`src/rtl/ddr_cmd_arbiter.sv`:
```
// ddr_cmd_arbiter: two-port round-robin command arbiter that launches
// one read or write burst at a time on the DDR engines.
module ddr_cmd_arbiter #(
  parameter int ADDR_WIDTH      = 29,
  parameter int BURST_LEN_WIDTH = 8,
  parameter int TIMEOUT_CYCLES  = 4096
) (
  input  logic                       clk,
  input  logic                       rstn,
  input  logic                       req0_valid,
  input  logic                       req0_rw,
  input  logic [ADDR_WIDTH-1:0]      req0_addr,
  input  logic [BURST_LEN_WIDTH-1:0] req0_len,
  output logic                       req0_ack,
  output logic                       req0_done,
  output logic                       req0_err,
  input  logic                       req1_valid,
  input  logic                       req1_rw,
  input  logic [ADDR_WIDTH-1:0]      req1_addr,
  input  logic [BURST_LEN_WIDTH-1:0] req1_len,
  output logic                       req1_ack,
  output logic                       req1_done,
  output logic                       req1_err,
  input  logic                       rd_fifo_almost_full,
  output logic                       rd_start,
  output logic [ADDR_WIDTH-1:0]      rd_start_addr,
  output logic [BURST_LEN_WIDTH-1:0] rd_burst_len,
  input  logic                       rd_ready,
  input  logic                       rd_done,
  output logic                       wr_start,
  output logic [ADDR_WIDTH-1:0]      wr_start_addr,
  output logic [BURST_LEN_WIDTH-1:0] wr_burst_len,
  input  logic                       wr_ready,
  input  logic                       wr_done,
  output logic                       busy
);

  localparam int CW = $clog2(TIMEOUT_CYCLES);
  localparam logic [CW-1:0] CNT_LAST = CW'(TIMEOUT_CYCLES - 1);

  typedef enum logic [1:0] {
    IDLE,
    ISSUE,
    WAIT,
    DONE
  } state_t;

  state_t                     state_q, state_d;
  logic                       last_q, last_d;
  logic                       own_q, own_d;
  logic                       rw_q, rw_d;
  logic [ADDR_WIDTH-1:0]      addr_q, addr_d;
  logic [BURST_LEN_WIDTH-1:0] len_q, len_d;
  logic [CW-1:0]              cnt_q, cnt_d;
  logic                       ack0_q, ack0_d;
  logic                       ack1_q, ack1_d;
  logic                       done0_q, done0_d;
  logic                       done1_q, done1_d;
  logic                       err0_q, err0_d;
  logic                       err1_q, err1_d;
  logic                       rd_start_q, rd_start_d;
  logic                       wr_start_q, wr_start_d;
  logic                       busy_q, busy_d;

  logic prio_last;
  logic grant_any;
  logic grant1;
  logic launch_ok;
  logic done_hit;
  logic timed_out;

  // DONE arbitrates with the owner already counted as last served
  always_comb begin
    prio_last = (state_q == DONE) ? own_q : last_q;
    grant_any = req0_valid | req1_valid;
    grant1    = req1_valid & (~req0_valid | ~prio_last);
    launch_ok = rw_q ? wr_ready
                     : (rd_ready & ~rd_fifo_almost_full);
    done_hit  = rw_q ? wr_done : rd_done;
    timed_out = (cnt_q == CNT_LAST);
  end

  always_comb begin
    state_d    = state_q;
    last_d     = last_q;
    own_d      = own_q;
    rw_d       = rw_q;
    addr_d     = addr_q;
    len_d      = len_q;
    cnt_d      = cnt_q;
    ack0_d     = 1'b0;
    ack1_d     = 1'b0;
    done0_d    = 1'b0;
    done1_d    = 1'b0;
    err0_d     = 1'b0;
    err1_d     = 1'b0;
    rd_start_d = 1'b0;
    wr_start_d = 1'b0;
    unique case (state_q)
      IDLE, DONE: begin
        if (state_q == DONE) begin
          last_d = own_q;
          cnt_d  = '0;
        end
        if (grant_any) begin
          own_d   = grant1;
          rw_d    = grant1 ? req1_rw : req0_rw;
          addr_d  = grant1 ? req1_addr : req0_addr;
          len_d   = grant1 ? req1_len : req0_len;
          ack0_d  = ~grant1;
          ack1_d  = grant1;
          state_d = ISSUE;
        end else begin
          state_d = IDLE;
        end
      end
      ISSUE: begin
        if (launch_ok) begin
          rd_start_d = ~rw_q;
          wr_start_d = rw_q;
          cnt_d      = '0;
          state_d    = WAIT;
        end
      end
      WAIT: begin
        if (done_hit || timed_out) begin
          done0_d = ~own_q;
          done1_d = own_q;
          err0_d  = ~done_hit & ~own_q;
          err1_d  = ~done_hit & own_q;
          cnt_d   = '0;
          state_d = DONE;
        end else begin
          cnt_d = cnt_q + CW'(1);
        end
      end
      default: state_d = IDLE;
    endcase
    busy_d = (state_d != IDLE);
  end

  always_ff @(posedge clk or negedge rstn) begin
    if (!rstn) begin
      state_q    <= IDLE;
      last_q     <= 1'b1;
      own_q      <= 1'b0;
      rw_q       <= 1'b0;
      addr_q     <= '0;
      len_q      <= '0;
      cnt_q      <= '0;
      ack0_q     <= 1'b0;
      ack1_q     <= 1'b0;
      done0_q    <= 1'b0;
      done1_q    <= 1'b0;
      err0_q     <= 1'b0;
      err1_q     <= 1'b0;
      rd_start_q <= 1'b0;
      wr_start_q <= 1'b0;
      busy_q     <= 1'b0;
    end else begin
      state_q    <= state_d;
      last_q     <= last_d;
      own_q      <= own_d;
      rw_q       <= rw_d;
      addr_q     <= addr_d;
      len_q      <= len_d;
      cnt_q      <= cnt_d;
      ack0_q     <= ack0_d;
      ack1_q     <= ack1_d;
      done0_q    <= done0_d;
      done1_q    <= done1_d;
      err0_q     <= err0_d;
      err1_q     <= err1_d;
      rd_start_q <= rd_start_d;
      wr_start_q <= wr_start_d;
      busy_q     <= busy_d;
    end
  end

  assign req0_ack      = ack0_q;
  assign req0_done     = done0_q;
  assign req0_err      = err0_q;
  assign req1_ack      = ack1_q;
  assign req1_done     = done1_q;
  assign req1_err      = err1_q;
  assign rd_start      = rd_start_q;
  assign rd_start_addr = addr_q;
  assign rd_burst_len  = len_q;
  assign wr_start      = wr_start_q;
  assign wr_start_addr = addr_q;
  assign wr_burst_len  = len_q;
  assign busy          = busy_q;

endmodule

```
`config.mk`:
```
export PLATFORM = sky130hd
export DESIGN_NAME = ddr_cmd_arbiter
export DESIGN_NICKNAME = d
export VERILOG_FILES = /design/src/rtl/ddr_cmd_arbiter.sv
export SDC_FILE = /design/constraint.sdc
export NUM_CORES = 1
export LEC_CHECK = 0
export BUFFER_PORTS_ARGS = -buffer_cell sky130_fd_sc_hd__clkbuf_2
export CAP_MARGIN = 20
export CELL_PAD_IN_SITES_DETAIL_PLACEMENT = 1
export CELL_PAD_IN_SITES_GLOBAL_PLACEMENT = 1
export CORE_ASPECT_RATIO = 1.4
export CORE_UTILIZATION = 31
export CTS_BUF_LIST = sky130_fd_sc_hd__clkbuf_2 sky130_fd_sc_hd__clkbuf_4 sky130_fd_sc_hd__clkbuf_8
export DETAILED_ROUTE_END_ITERATION = 8
export PLACE_DENSITY_LB_ADDON = 0.1
export REMOVE_ABC_BUFFERS = 1
export SYNTH_ARGS = -nofsm -noshare
export SYNTH_HDL_FRONTEND = slang
export SYNTH_SLANG_ARGS = --single-unit
export TNS_END_PERCENT = 5
```
`constraint.sdc`:
```
create_clock -name clk -period 2 [get_ports clk]
set_input_delay 0.2 -clock clk [delete_from_list [all_inputs] [get_ports clk]]
set_output_delay 0.2 -clock clk [all_outputs]
set_load 0.02 [all_outputs]
```
# ---- Word-level counts from Yosys, hierarchy flattened
# Cells that the tools add are included.
# W data, S select, Z words.
dict set report word_totals {
  register_bits 63
  latchBits 0
  ramBits 0
  romBits 0
  input_bits 85
  out_inout_bits 83
  wordCells 72
  n_memories 0
}
dict set report classes {
  add_sub_neg 1
  mul 0
  n_div 0
  order_cmp 0
  eq_ne 6
  shift 0
  muxes 30
  n_bitwise 13
  n_reduce_logical 6
}
# op n
set ops {}
lappend ops {{$mux W12} 3}
lappend ops {{$pmux W12 S3} 1}
lappend ops {{$mux W29} 1}
lappend ops {{$mux W1} 21}
lappend ops {{$add A12 B1 Y12 const B} 1}
lappend ops {{$eq A12 B12 Y1 const B} 1}
lappend ops {{$mux W8} 1}
lappend ops {{$not A1 Y1} 7}
lappend ops {{$pmux W2 S3} 1}
lappend ops {{$and A1 B1 Y1} 4}
lappend ops {{$eq A2 B2 Y1 const B} 2}
lappend ops {{$mux W2} 2}
lappend ops {{$ne A2 B2 Y1 const B} 2}
lappend ops {{$reduce_and A2 Y1} 2}
lappend ops {{$eq A2 B1 Y1 const B} 1}
lappend ops {{$logic_not A2 Y1} 1}
lappend ops {{$or A1 B1 Y1} 2}
lappend ops {{$reduce_bool A2 Y1} 1}
lappend ops {{$reduce_or A2 Y1} 1}
lappend ops {{$logic_or A1 B1 Y1} 1}

# ---- Longest topological paths before layout
dict set report depth {
  word_depth 8
  ltp_mapped 8
}

# ---- Worst setup path after synthesis
# No wires, ideal clock.
dict set report synth_timing {
  kind {register to register}
  start {reg state_q[0]}
  end {reg len_q[7], in the netlist rd_burst_len[7]}
  setup_time_ps 136
  arrival_time_ps 1740
  t_required_ps 1864
  setup_slack_ps 124
  stages_incl_launch_ff 8
  n_path_buf 3
  synth_period_minus_slack_ps 1876
  path_cell_list {dfrtp_1 > inv_1 > ha_1 > o21bai_1 > clkbuf_1 > buf_2 > clkbuf_1 > o21ai_0}
}
dict set report synth_between {
  elab_chain_cells 6
  elab_cells_between_ends 9
}
# item line
set synth_rtl {}
lappend synth_rtl {{start, declared} 48} ;# state_t state_q, state_d;
lappend synth_rtl {{start signal, assigned} 161} ;# state_q <= state_d;
lappend synth_rtl {{$eq A2 B2 Y1} {74, 99}}
lappend synth_rtl {{$mux W1} -}
lappend synth_rtl {{$not A1 Y1} 76} ;# grant1 = req1_valid & (~req0_valid | ~prio_last);
lappend synth_rtl {{$or A1 B1 Y1} 76}
lappend synth_rtl {{$and A1 B1 Y1} 76}
lappend synth_rtl {{$mux W8} 109} ;# len_d = grant1 ? req1_len : req0_len;
lappend synth_rtl {{end signal, assigned} 166} ;# len_q <= len_d;
lappend synth_rtl {{end, declared} 53} ;# logic [BURST_LEN_WIDTH-1:0] len_q, len_d;
# Several ways; a longest one is shown, not always the timed one.
# A chain may end at the register's enable or synchronous reset.

# ---- Worst setup path in the final report
dict set report layout_timing {
  start {reg state_q[0]}
  end {reg cnt_q[3]}
}
dict set report layout_between {
  elab_chain_cells 4
  elab_cells_between_ends 9
}
# item line
set layout_rtl {}
lappend layout_rtl {{$eq A2 B2 Y1 or $logic_not A2 Y1 (tied branches)} {99, 101}}
lappend layout_rtl {{$reduce_or A2 Y1} 99} ;# unique case (state_q)
lappend layout_rtl {{$ne A2 B2 Y1 (no source line)} -}
lappend layout_rtl {{$reduce_and A2 Y1 (no source line)} -}
lappend layout_rtl {{end signal, assigned} 167} ;# cnt_q <= cnt_d;
lappend layout_rtl {{end, declared} 54} ;# logic [CW-1:0] cnt_q, cnt_d;
# Several ways; a longest one is shown, not always the timed one.

==> impl_metrics.json <==
{
  "floorplan.die.width_um": 89.1,
  "critical_path_buf_inv_count": 2,
  "cts.repair.resized": 0,
  "timing.critical_path.to_type": "register",
  "clock_path_buffers": 2,
  "crit_path_cell_trace": "inv_1 > ha_1 > inv_1 > or2_0 > o31ai_1 > o2bb2ai_1",
  "mostFrequentLayoutCell": "sky130_fd_sc_hd__clkbuf_2",
  "synth_area_per_cell_um2": 10.1,
  "cp.depth": 6,
  "r2r.worst_path.cells": 6,
  "clockRootBuffer": "sky130_fd_sc_hd__clkbuf_8",
  "worst_margin_pin_slew_ns": 0.430,
  "postSynthRegisterBits": 63,
  "syn-instance-count": 326,
  "floorplan.io_pins": 168,
  "tns_ns": 0,
  "number_of_antenna_violations_at_the_first_check_in_global_routing": 0,
  "slew_viol_final": 0,
  "avgRoutedWirePerCell_um": 15.9,
  "gr-usage-all-layers_pct": 18.8,
  "crit_path_dat_ns": 2.14,
  "dp_worst_setup_slack_ns": 0.150,
  "detailedRoute.firstPassIterationCount": 4,
  "cts_setup_buffers": 0,
  "critPathKind": "reg -> reg",
  "min_period_over_period_pct": 93.6,
  "vdd_drop_max_mv": 0.615,
  "place.gp.congestion": 0.804,
  "clock_tree_from_tritoncts": "yes",
  "hold_depth": 2,
  "ys_warn_count": 0,
  "cp-start-kind": "register",
  "vias_per_cell": 4.72,
  "postLayoutCellArea_um2": 4330,
  "antennaDiodeCount": 0,
  "synthDominantAreaCellType": "sky130_fd_sc_hd__dfrtp_1",
  "gr-total-overflow": 0,
  "syn_to_final_growth_pct": 31.6,
  "ys_seq_area_share_pct": 47.9,
  "synth-edff-count": 0,
  "clock_latency_ns": 0.34,
  "hold_buf_count_cts": 1,
  "synth_ff_type": "sky130_fd_sc_hd__dfrtp_1",
  "grt_start_max_net_pins": 32,
  "post_route_cells_drive_above_1_share_pct": 44.2,
  "synth_compound_area_share_pct": 15.4,
  "commonest_non_fill_non_tap_cells_in_the_layout": "sky130_fd_sc_hd__clkbuf_2, sky130_fd_sc_hd__dfrtp_1, sky130_fd_sc_hd__o21ai_0, sky130_fd_sc_hd__nand2_1, sky130_fd_sc_hd__mux2i_1",
  "yosys.area.top_type_share_pct": 47.1,
  "worst_slack_ns": 0.127,
  "route.final.wire_length_um": 9760,
  "muxShareOfSynthArea_pct": 8.24,
  "cts_made_buffers": 9,
  "port-buffer-count": 167,
  "synth_cell_types": 43,
  "synth_area_leaders": "sky130_fd_sc_hd__dfrtp_1, sky130_fd_sc_hd__buf_4, sky130_fd_sc_hd__mux2i_1, sky130_fd_sc_hd__o21ai_0, sky130_fd_sc_hd__nand2_1",
  "synth_simple_gate_area_share_pct": 14.3,
  "post_synthesis_adder_cell_area_fraction_pct": 2.28,
  "floorplan.die_area_um2": 11000,
  "std_cell_rows": 44,
  "remaining_drc_errors": 0,
  "max_transition_margin_pct": 71.3,
  "setup_violations": 0,
  "max_stage_delay_ns": 0.43,
  "run_status": "finished, final reports clean",
  "worst_setup_hold_path_clk_slew_ns": 0.06,
  "core-area_um2": 10300,
  "hold_ws_ns": 0.0938,
  "global_route_wire_length_before_repair_um": 15400,
  "chipHeight_um": 124,
  "async_reset_ff_share_pct": 100,
  "synth_xor_area_share_pct": 0,
  "worstHoldPathType": "in -> reg",
  "synth_top_family_by_area": "compound AO/OA/AOI/OAI gates",
  "timing.final.hold_violations": 0,
  "min_period_ns": 1.87,
  "drt-initial-drc-count": 49,
  "critPathRequiredTime_ns": 2.26,
  "p_total_mw": 6.53,
  "syn-cell-area_um2": 3290,
  "drv_cap": 0,
  "critical-path-top-delay-family": "compound AO/OA/AOI/OAI gates",
  "dp_hpwl_um": 7700,
  "drt.antenna.violating_nets": 0,
  "crit_path_max_fanout": 6,
  "dpl-instance-area_um2": 4140,
  "net_total_in_the_final_layout": 561,
  "clkSinkCount": 63,
  "rsz0062_at_grt": "false",
  "fin_worst_skew_ns": 0.00459,
  "dr_total_vias": 2892,
  "vias_in_the_first_global_route": 2965,
  "total_leakage_power_nw": 2.28,
  "fmax_mhz": 534,
  "slowest_stage": "sky130_fd_sc_hd__dfrtp_1",
  "p_per_area_nw_per_um2": 1510,
  "ctsHtreeMaxLevel": 3,
  "initial_util_pct": 31.8,
  "worst_path_most_repeated_cell": "sky130_fd_sc_hd__inv_1"
}
## final timing paths
path,startpoint,to,slack (ns)
max in group asynchronous,rstn,last_q$_DFFE_PN1N_,1.11
min in group asynchronous,rstn,req1_done$_DFF_PN0_,0.34
max,state_q[0]$_DFF_PN0_,cnt_q[3]$_DFFE_PN0P_,0.13
max reg2reg,state_q[0]$_DFF_PN0_,cnt_q[3]$_DFFE_PN0P_,0.13
min,req0_addr[5],rd_start_addr[5]$_DFFE_PN0P_,0.09
min reg2reg,last_q$_DFFE_PN1N_,last_q$_DFFE_PN1N_,0.50
## cells in the mapped netlist, types with 2 or more instances
master,number
sky130_fd_sc_hd__nand2_1,35
sky130_fd_sc_hd__clkbuf_1,9
sky130_fd_sc_hd__and2_1,14
sky130_fd_sc_hd__nor2_1,9
sky130_fd_sc_hd__a22o_1,2
sky130_fd_sc_hd__a32oi_1,2
sky130_fd_sc_hd__buf_2,7
sky130_fd_sc_hd__and3_1,3
sky130_fd_sc_hd__mux2i_1,26
sky130_fd_sc_hd__nand4_1,6
sky130_fd_sc_hd__nor3_1,8
sky130_fd_sc_hd__o21ai_0,37
sky130_fd_sc_hd__buf_4,37
sky130_fd_sc_hd__nor2b_1,2
sky130_fd_sc_hd__and4_1,2
sky130_fd_sc_hd__o31a_1,2
sky130_fd_sc_hd__a221o_1,13
sky130_fd_sc_hd__ha_1,6
sky130_fd_sc_hd__o31ai_1,5
sky130_fd_sc_hd__a31oi_1,2
sky130_fd_sc_hd__nand3_1,8
sky130_fd_sc_hd__inv_1,9
sky130_fd_sc_hd__dfrtp_1,62
## per-layer routing
layer / GRT usage [%] / wire length (µm)
met4: 6.85 / 144
met1: 21.5 / 3690
met2: 33.7 / 5460
met3: 4.44 / 461
met5: 0 / 0
## power by group
part           switching (mW)  internal (mW)
Clock                   0.469          0.589
Combinational            2.12           1.20
Sequential              0.404           1.75
## cell type report
class / count / area, µm²
Fill cell: 1265 / 6020
Sequential cell: 63 / 1580
Tap cell: 138 / 173
Multi-Input combinational cell: 200 / 1350
Inverter: 9 / 33.8
Timing Repair Buffer: 187 / 1010
Clock buffer: 16 / 189
## worst register-to-register path, stage by stage (launching register included)
cell and delay, ns:
sky130_fd_sc_hd__dfrtp_1 0.43, sky130_fd_sc_hd__inv_1 0.13, sky130_fd_sc_hd__ha_1 0.20, sky130_fd_sc_hd__inv_1 0.09, sky130_fd_sc_hd__or2_0 0.35, sky130_fd_sc_hd__o31ai_1 0.43, sky130_fd_sc_hd__o2bb2ai_1 0.16
## state kept, by name, indices dropped and copies added, names as in the netlist
register       count
req0_done          1
last_q             1
req1_ack           1
rw_q               1
wr_start           1
own_q              1
req1_err           1
req1_done          1
req0_err           1
req0_ack           1
rd_burst_len       8
state_q            2
rd_start           1
cnt_q             12
busy               1
rd_start_addr     29
## per-stage QoR
step                      utilization, %  std cells
after global routing                41.9        613
final                               41.9        613
after global placement              40.0        596
after detailed placement            40.0        596
after floorplan                        -        272
after CTS                           41.9        613
## cell families after synthesis
kind of cell,Yosys count
AND/OR/NAND/NOR,94
multiplexers,27
flip-flops,63
AO/OA/AOI/OAI,73
adder cells (fa/ha/maj),6
buffers and inverters,63
(Power assumes the default switching activity.)
